==> src/rtl/if1_fetch_queue_pkg.sv <==
// if1_fetch_queue_pkg: shared constants and packet layout for the IF1 fetch queue
// Contents: INST_NOP filler word, exception/flag widths, per-packet metadata struct.
package if1_fetch_queue_pkg;
    localparam logic [31:0] INST_NOP = 32'h03400000;
    localparam int EXCP_W = 7;
    localparam int FLAG_W = 2;
    typedef struct packed {
        logic [31:0]       pc;
        logic [31:0]       pc_next;
        logic [31:0]       badv;
        logic [31:0]       cookie;
        logic [EXCP_W-1:0] exception;
        logic [FLAG_W-1:0] excp_flag;
    } pkt_meta_t;
endpackage

==> src/rtl/if1_slot_align.sv <==
// if1_slot_align: combinational slot alignment of one fetch packet
// Ports:
//   pc_slot   in  log2(FETCH_NUM)  slot offset taken from the packet PC
//   rdata     in  32*FETCH_NUM     raw instruction words, slot 0 in the LSBs
//   excp_flag in  FLAG_W           nonzero marks the packet as excepted
//   inst      out 32*FETCH_NUM     aligned words, NOP below the offset or on exception
//   mask      out FETCH_NUM        per-slot valid bits
module if1_slot_align
    import if1_fetch_queue_pkg::*;
#(
    parameter int FETCH_NUM = 2
) (
    input  logic [$clog2(FETCH_NUM)-1:0] pc_slot,
    input  logic [32*FETCH_NUM-1:0]      rdata,
    input  logic [FLAG_W-1:0]            excp_flag,
    output logic [32*FETCH_NUM-1:0]      inst,
    output logic [FETCH_NUM-1:0]         mask
);
    localparam int OW = $clog2(FETCH_NUM);
    logic excp;
    assign excp = |excp_flag;
    // An excepted packet carries no instructions but keeps one mask bit at the
    // offset so decode still sees exactly one slot to raise the exception on.
    for (genvar s = 0; s < FETCH_NUM; s++) begin : g_slot
        assign inst[32*s +: 32] = (excp || OW'(s) < pc_slot) ? INST_NOP : rdata[32*s +: 32];
        assign mask[s] = excp ? (OW'(s) == pc_slot) : (OW'(s) >= pc_slot);
    end
endmodule

==> src/rtl/if1_fetch_queue.sv <==
// if1_fetch_queue: IF1 fetch packet queue with push-time slot alignment
// Ports: clk, rstn (sync, active-low), flush; in_valid/in_ready with in_pc, in_pc_next,
//   in_rdata, in_badv, in_cookie, in_exception, in_excp_flag; out_valid/out_ready with
//   out_pc, out_pc_next, out_badv, out_cookie, out_exception, out_excp_flag, out_inst,
//   out_inst_mask. With IF1_FETCH_QUEUE_PERF_EN defined: perf_full_stall, perf_empty_bubble.
module if1_fetch_queue
    import if1_fetch_queue_pkg::*;
#(
    parameter int FETCH_NUM = 2,
    parameter int DEPTH     = 2
) (
    input  logic                   clk,
    input  logic                   rstn,
    input  logic                   flush,
    input  logic                   in_valid,
    output logic                   in_ready,
    input  logic [31:0]            in_pc,
    input  logic [31:0]            in_pc_next,
    input  logic [32*FETCH_NUM-1:0] in_rdata,
    input  logic [31:0]            in_badv,
    input  logic [31:0]            in_cookie,
    input  logic [EXCP_W-1:0]      in_exception,
    input  logic [FLAG_W-1:0]      in_excp_flag,
`ifdef IF1_FETCH_QUEUE_PERF_EN
    output logic [31:0]            perf_full_stall,
    output logic [31:0]            perf_empty_bubble,
`endif
    output logic                   out_valid,
    input  logic                   out_ready,
    output logic [31:0]            out_pc,
    output logic [31:0]            out_pc_next,
    output logic [31:0]            out_badv,
    output logic [31:0]            out_cookie,
    output logic [EXCP_W-1:0]      out_exception,
    output logic [FLAG_W-1:0]      out_excp_flag,
    output logic [32*FETCH_NUM-1:0] out_inst,
    output logic [FETCH_NUM-1:0]   out_inst_mask
);
    localparam int AW = $clog2(DEPTH);
    localparam int OW = $clog2(FETCH_NUM);
    logic [AW-1:0] wptr, rptr;
    logic [AW:0] count;
    logic push, pop;
    logic [32*FETCH_NUM-1:0] inst_mem [DEPTH];
    logic [FETCH_NUM-1:0] mask_mem [DEPTH];
    pkt_meta_t meta_mem [DEPTH];
    logic [32*FETCH_NUM-1:0] align_inst;
    logic [FETCH_NUM-1:0] align_mask;
    pkt_meta_t head;

    if1_slot_align #(.FETCH_NUM(FETCH_NUM)) u_align (
        .pc_slot  (in_pc[1+OW:2]),
        .rdata    (in_rdata),
        .excp_flag(in_excp_flag),
        .inst     (align_inst),
        .mask     (align_mask)
    );

    assign in_ready  = count != (AW+1)'(DEPTH);
    assign out_valid = (count != '0) && !flush;
    assign push      = in_valid && in_ready && !flush;
    assign pop       = out_valid && out_ready;

    always_ff @(posedge clk) begin
        if (!rstn || flush) begin
            wptr  <= '0;
            rptr  <= '0;
            count <= '0;
        end else begin
            if (push) wptr <= wptr + 1'b1;
            if (pop) rptr <= rptr + 1'b1;
            count <= count + (AW+1)'(push) - (AW+1)'(pop);
        end
    end

    always_ff @(posedge clk) begin
        if (push) begin
            inst_mem[wptr] <= align_inst;
            mask_mem[wptr] <= align_mask;
            meta_mem[wptr] <= '{in_pc, in_pc_next, in_badv, in_cookie, in_exception, in_excp_flag};
        end
    end

    // Outputs are forced to zero whenever nothing valid is presented.
    assign head          = out_valid ? meta_mem[rptr] : '0;
    assign out_inst      = out_valid ? inst_mem[rptr] : '0;
    assign out_inst_mask = out_valid ? mask_mem[rptr] : '0;
    assign out_pc        = head.pc;
    assign out_pc_next   = head.pc_next;
    assign out_badv      = head.badv;
    assign out_cookie    = head.cookie;
    assign out_exception = head.exception;
    assign out_excp_flag = head.excp_flag;

`ifdef IF1_FETCH_QUEUE_PERF_EN
    always_ff @(posedge clk) begin
        if (!rstn) begin
            perf_full_stall   <= '0;
            perf_empty_bubble <= '0;
        end else begin
            if (in_valid && !in_ready) perf_full_stall <= perf_full_stall + 32'd1;
            if (!out_valid && out_ready) perf_empty_bubble <= perf_empty_bubble + 32'd1;
        end
    end
`endif
endmodule
==> config.mk <==
export PLATFORM = sky130hd
export DESIGN_NAME = if1_fetch_queue
export DESIGN_NICKNAME = d
export VERILOG_FILES = /design/src/rtl/if1_fetch_queue_pkg.sv /design/src/rtl/if1_slot_align.sv /design/src/rtl/if1_fetch_queue.sv
export SDC_FILE = /design/constraint.sdc
export NUM_CORES = 1
export LEC_CHECK = 0
export CORE_UTILIZATION = 50
export DETAILED_ROUTE_END_ITERATION = 10
export PLACE_DENSITY = 0.88
export SYNTH_ARGS = -nofsm -noshare
export SYNTH_HDL_FRONTEND = slang
export SYNTH_SLANG_ARGS = --single-unit
==> constraint.sdc <==
create_clock -name clk -period 61.9 [get_ports clk]
set_input_delay 18.57 -clock clk [delete_from_list [all_inputs] [get_ports clk]]
set_output_delay 18.57 -clock clk [all_outputs]
set_load 0.05 [all_outputs]
* Word-level counts from Yosys, hierarchy flattened
Memories as Yosys holds them, arrays and structs flattened. A register that Yosys moved wholly into a read port is not among the register bits.
Cells that the tools add are included.
** Word-level totals
- Input port bits :: 206
- Memories :: 3
- Word-level logic and storage cells :: 42
- Flip-flop bits (word level) :: 4
- Memory bits (writable) :: 406
- Output and inout bits :: 205
** Memory list
- meta_mem :: depth 2, bits a word 137, read ports 1, clocked after memory_dff 1, wr ports 1, RTL line if1_fetch_queue.sv:46 : pkt_meta_t meta_mem [DEPTH];
- inst_mem :: depth 2, bits a word 64, read ports 1, clocked after memory_dff 1, wr ports 1, RTL line if1_fetch_queue.sv:44 : logic [32*FETCH_NUM-1:0] inst_mem [DEPTH];
- mask_mem :: depth 2, bits a word 2, read ports 1, clocked after memory_dff 1, wr ports 1, RTL line if1_fetch_queue.sv:45 : logic [FETCH_NUM-1:0] mask_mem [DEPTH];
** Cells by class
- Eq/ne operators :: 1
- $add $sub $neg :: 4
- Multiplexer cells :: 15
- $lt $le $gt $ge :: 4
- Reduce and logical (&&, ||, !) cells :: 11
- Bitwise operators :: 1
** Operators by type and width (number)
- 2-to-1 mux 137 bit :: 1
- 2-to-1 mux 32 bit :: 2
- 2-to-1 mux 64 bit :: 1
- 2-to-1 mux 1 bit :: 10
- logical AND 1 bit :: 4
- logical OR 1 bit :: 3
- adder 1 bit, second input constant :: 2
- adder 2 x 1 -> 2 bit :: 1
- >= comparator 1 bit, first input constant :: 2
- logical NOT 1 bit :: 2
- < comparator 1 bit, first input constant :: 2
- 2-to-1 mux 2 bit :: 1
- != test 2 bit, second input constant :: 1
- nonzero test 2 bit :: 1
- OR reduction 2 bit :: 1
- subtractor 2 x 1 -> 2 bit :: 1
- inverter 1 bit :: 1

* Longest topological paths before layout
- Word-level depth :: 5
- Mapped depth :: 12
- Gate-level depth less buffers :: 10

* Hierarchy
A second synthesis with hierarchy kept.
** Unflattened totals
- Cells, all modules :: 974
- Area total of the unflattened synthesis :: 16493.3 sq um
** Modules (own cells, without submodules)
- if1_fetch_queue :: seq. area each 12291.8 sq um, instances 1, area each 15880.2 sq um, cells each 890
- if1_slot_align :: seq. area each 0.0 sq um, instances 1, area each 613.1 sq um, cells each 84

* Worst setup path before layout
Ideal clock, no wire load.
- Path type :: input to output
- Start :: in flush
- End :: out out_inst[10]
- Stages on the path :: 5
- Required time :: 43330 ps
- Buffers on the path :: 3
- Arrival :: 19848 ps
- Path slack :: 23482 ps
- Path through :: or2_1 -> buf_6 -> buf_6 -> buf_6 -> nor2_1
** On the way
- Cells in the longest elaborated chain, start to end :: 3
** RTL lines
- from (decl) :: RTL line if1_fetch_queue.sv:14 : input logic flush,
- logical NOT 1 bit :: RTL line if1_fetch_queue.sv:60 : assign out_valid = (count != '0) && !flush;
- logical AND 1 bit :: RTL line if1_fetch_queue.sv:60
- 2-to-1 mux 64 bit :: RTL line if1_fetch_queue.sv:86 : assign out_inst = out_valid ? inst_mem[rptr] : '0;
- to (decl) :: RTL line if1_fetch_queue.sv:36 : output logic [32*FETCH_NUM-1:0] out_inst,
No other way between the ends.

* Final worst setup path
- Start :: in flush
- End :: out out_cookie[29]
** On the way
- Cells in the longest elaborated chain, start to end :: 3
** RTL lines
- logical NOT 1 bit :: RTL line if1_fetch_queue.sv:60
- logical AND 1 bit :: RTL line if1_fetch_queue.sv:60
- 2-to-1 mux 137 bit :: RTL line if1_fetch_queue.sv:85 : assign head = out_valid ? meta_mem[rptr] : '0;
- to (decl) :: RTL line if1_fetch_queue.sv:33 : output logic [31:0] out_cookie,
No other way between the ends.

==> flow_summary_export.csv <==
group,metric,value,unit
outcome,outcome,"complete, no violations",
critical_path,critical_path_required,43.33,ns
detailed_routing,detail_route.wl_per_cell,19.2,um
cts,cts_tree,"done",
detailed_routing,detail_route.wirelength,35.4,mm
final_layout,layout.cells.most_common,"sky130_fd_sc_hd__clkdlybuf4s50_1",
detailed_routing,first_iter_violations,626,
global_route,grt_antenna_before_repair,2,
cts,clkTransAtPathRegs,0.06,ns
synthesis,mappedNetlistNets,1172,
power,power_density,26.8,nW/um^2
cts,cts.path.max_buffers,3,
synthesis,synth_top_area_share,74.7,%
detailed_routing,drt-pass1-iter-count,5,
critical_path,crit_type,"in2out",
sta,unrepaired_setup_endpoints_after_global_routing,"false",
synthesis,yosys.area_share.xor_xnor,0.107,%
global_route,grt_start_max_net_pins,79,
final_layout,multiInputGateArea,3620,um^2
synthesis,yosys_warnings,0,
global_route,globalRouteOverflowTotal,0,
critical_path,cp_cell_sequence,"clkdlybuf4s50_1 -> or2_4 -> buf_4 -> nor2_1 -> clkdlybuf4s50_1",
sta,final_max_slew_viol_count,0,
synthesis,synth_top_area_cells,"sky130_fd_sc_hd__edfxtp_1, sky130_fd_sc_hd__mux2i_1, sky130_fd_sc_hd__nor2_2",
final_layout,final_net_count,1588,
power,total_power,0.587,mW
synthesis,post_synth_instance_area,16300,um^2
die,boundaryPins,411,
placed_design,i_o_buffers,410,
hold_path,worst_hold_path_type,"reg2reg",
job,max_cap_violations,0,
cts,cts_hold_repair.buffers,0,
critical_path,worst_r2r_endpoint,"count[1]",
sta,final.period_utilization,65.0,%
critical_path,startpoint_type_of_the_worst_setup_path,"input pin",
synthesis,muxShareOfSynthArea,12.5,%
critical_path,rrSetupSlack,59.23,ns
sta,clock.fmax,24.8,MHz
final_layout,fillerInstances,1972,
final_layout,final_layout_size_suffix_gt1_share,12.1,%
critical_path,worst_setup_path_end_kind,"output pin",
cts,worst_skew_pair.late_latency,0.51,ns
critical_path,r2r-start,"count[1]",
cts,cts_buffers,41,
sta,final-setup-viol-count,0,
detailed_routing,routed_via_density,5.08,
synthesis,yosys.area_share.simple,9.21,%
final_layout,area_growth,34.0,%
sta,min_period,40.26,ns
final_layout,most-common-layout-cells,"sky130_fd_sc_hd__clkdlybuf4s50_1, sky130_fd_sc_hd__edfxtp_1, sky130_fd_sc_hd__mux2i_1",
detailed_routing,vias,9365,
cts,numClockSinks,411,
die,core_region_area,31800,um^2
critical_path,cp_slowest_stage_delay,0.78,ns
cts,post_cts_setup_driven_buffer_insertion_count,0,
placed_design,dp_hpwl,23.8,mm
synthesis,netlist_instances,964,
synthesis,synth_area_per_cell,16.9,um^2
cts,cts-resized-gates,0,
placed_design,gp_routability_congestion,0.803,
power,total_leakage_power,6.78,nW
die,fp.dieArea,33400,um^2
cts,clock-root-buffer,"sky130_fd_sc_hd__clkbuf_16",
hold_path,hp-start,"rptr",
critical_path,cpMostUsedCell,"sky130_fd_sc_hd__clkdlybuf4s50_1",
die,floorplan.die.width,183,um
final_layout,seqCellArea,12300,um^2
hold_path,worstHoldPathCells,2,
synthesis,compound_cell_area_share_of_the_yosys_netlist,0.0613,%
die,start_util,51.3,%
sta,fin_setup_tns,0,ns
die,fp.dieH,183,um
synthesis,ys_ff_latch,411,
cts,cts-htree-levels,2,
critical_path,cp_top_family,"buffers and inverters",
synthesis,yosys.area_share.adder,0.153,%
critical_path,timing.reg2reg.worst_path_depth,10,
die,placement_rows,65,
synthesis,dominant_combinational_cell_family_by_area_after_synthesis,"multiplexers",
sta,timing.final.hold_violations,0,
synthesis,synth_sequential_area_ratio,75.3,%
detailed_routing,antenna_violating_nets_post_route,0,
global_route,first_pass_grt_wire_length,53.6,mm
global_route,first_global_vias,9770,
critical_path,cp.buffers_inverters,3,
critical_path,timing.critical_path.arrival,21.69,ns
power,worst_ir_drop_vdd,0.0000219,V
critical_path,critical_path_peak_fanout,73,
sta,clk_skew,0.00718,ns
global_route,global_route_usage_sum,21.0,%
synthesis,netlist.top_cell.by_area,"sky130_fd_sc_hd__edfxtp_1",
synthesis,netlist-cell-type-count,22,
sta,worst_slew_margin_rel,29.3,%
critical_path,critical-path-slowest-cell,"sky130_fd_sc_hd__or2_4",
sta,timing_worst_slew_pin_value,1.06,ns
detailed_routing,remaining_design_rule_violation_count,0,
-- per-stage QoR --
step	cells	area, um^2	utilization, %	hold slack (ns)	setup slack [ns]
CTS	1843	21900	68.8	0.529	21.61
finish	1844	21900	68.8	0.523	21.64
global placement	1772	20700	65.1	0.489	21.66
detailed placement	1772	20700	65.1	0.512	21.61
global route	1844	21900	68.8	0.568	21.45
floorplan	964	16300	-	0.472	23.48
-- cells in the mapped netlist (all sizes together) --
| master | instances |
|---|---|
| clkbuf | 10 |
| o21ai | 2 |
| buf | 42 |
| nand2b | 5 |
| ha | 2 |
| dfxtp | 5 |
| nor2 | 211 |
| and2 | 60 |
| mux2i | 203 |
| xor2 | 2 |
| nand2 | 1 |
| or3 | 3 |
| edfxtp | 406 |
| nor3 | 4 |
| mux2 | 1 |
| inv | 5 |
| or2 | 2 |
-- cell type report --
type / instances / area share, %
diodes: 1 / 0.0114
clock buffers: 55 / 4.93
clock inverters: 16 / 0.446
inverters: 5 / 0.0858
multi-input cells: 496 / 16.5
flip-flops and latches: 411 / 56.2
well taps: 435 / 2.49
repair buffers: 425 / 19.3
-- power breakdown --
part,internal [mW],switching (mW)
Clock,0.126,0.0951
Sequential,0.316,0.00253
Combinational,0.0211,0.0263
-- layer usage --
| layer | GRT usage (%) | part of all wire, % |
|---|---|---|
| met1 | 24.6 | 37 |
| met2 | 35.7 | 50 |
| met3 | 7.02 | 9.8 |
| met4 | 8.24 | 3.3 |
| met5 | 0 | 0.034 |
-- worst max path at each step --
| stage | startpoint | to | slack (ns) | cells past startpoint |
|---|---|---|---|---|
| 2_1_floorplan | flush | out_inst[10] | 23.48 | 5 |
| 4_1_cts | flush | out_badv[4] | 21.61 | 5 |
| 3_5_place_dp | flush | out_badv[4] | 21.61 | 5 |
| 6_report | flush | out_cookie[29] | 21.64 | 5 |
| 5_1_grt | flush | out_cookie[29] | 21.45 | 5 |
| 3_3_place_gp | flush | out_inst[13] | 21.66 | 5 |
-- worst register-to-register path, cell delays in order (launching register included) --
cell and delay [ns]:
sky130_fd_sc_hd__dfxtp_1 0.34, sky130_fd_sc_hd__nor2_1 0.15, sky130_fd_sc_hd__or2_4 0.76, sky130_fd_sc_hd__inv_1 0.20, sky130_fd_sc_hd__and2_1 0.22, sky130_fd_sc_hd__ha_1 0.28
sky130_fd_sc_hd__inv_1 0.05, sky130_fd_sc_hd__ha_1 0.18, sky130_fd_sc_hd__xor2_1 0.15, sky130_fd_sc_hd__and2_1 0.16, sky130_fd_sc_hd__nor3_1 0.11
-- state kept, by name, summed over array words and instances, names as in the netlist, named ones only --
| register | count |
|---|---|
| mask_mem | 4 |
| wptr | 1 |
| inst_mem | 128 |
| count | 2 |
| rptr | 1 |
| meta_mem | 274 |
-- cells by family (layout without fill, tap and decap cells) --
family	Yosys count	in the layout
DFF	411	411
and+or+nand+nor	286	286
muxes	204	204
buffers and inverters	57	501
adders and majority gates	2	2
AOI/OAI and AO/OA	2	2
xor gates and xnor gates	2	2
other	0	1
No activity file was read; power rests on OpenSTA's default activity.
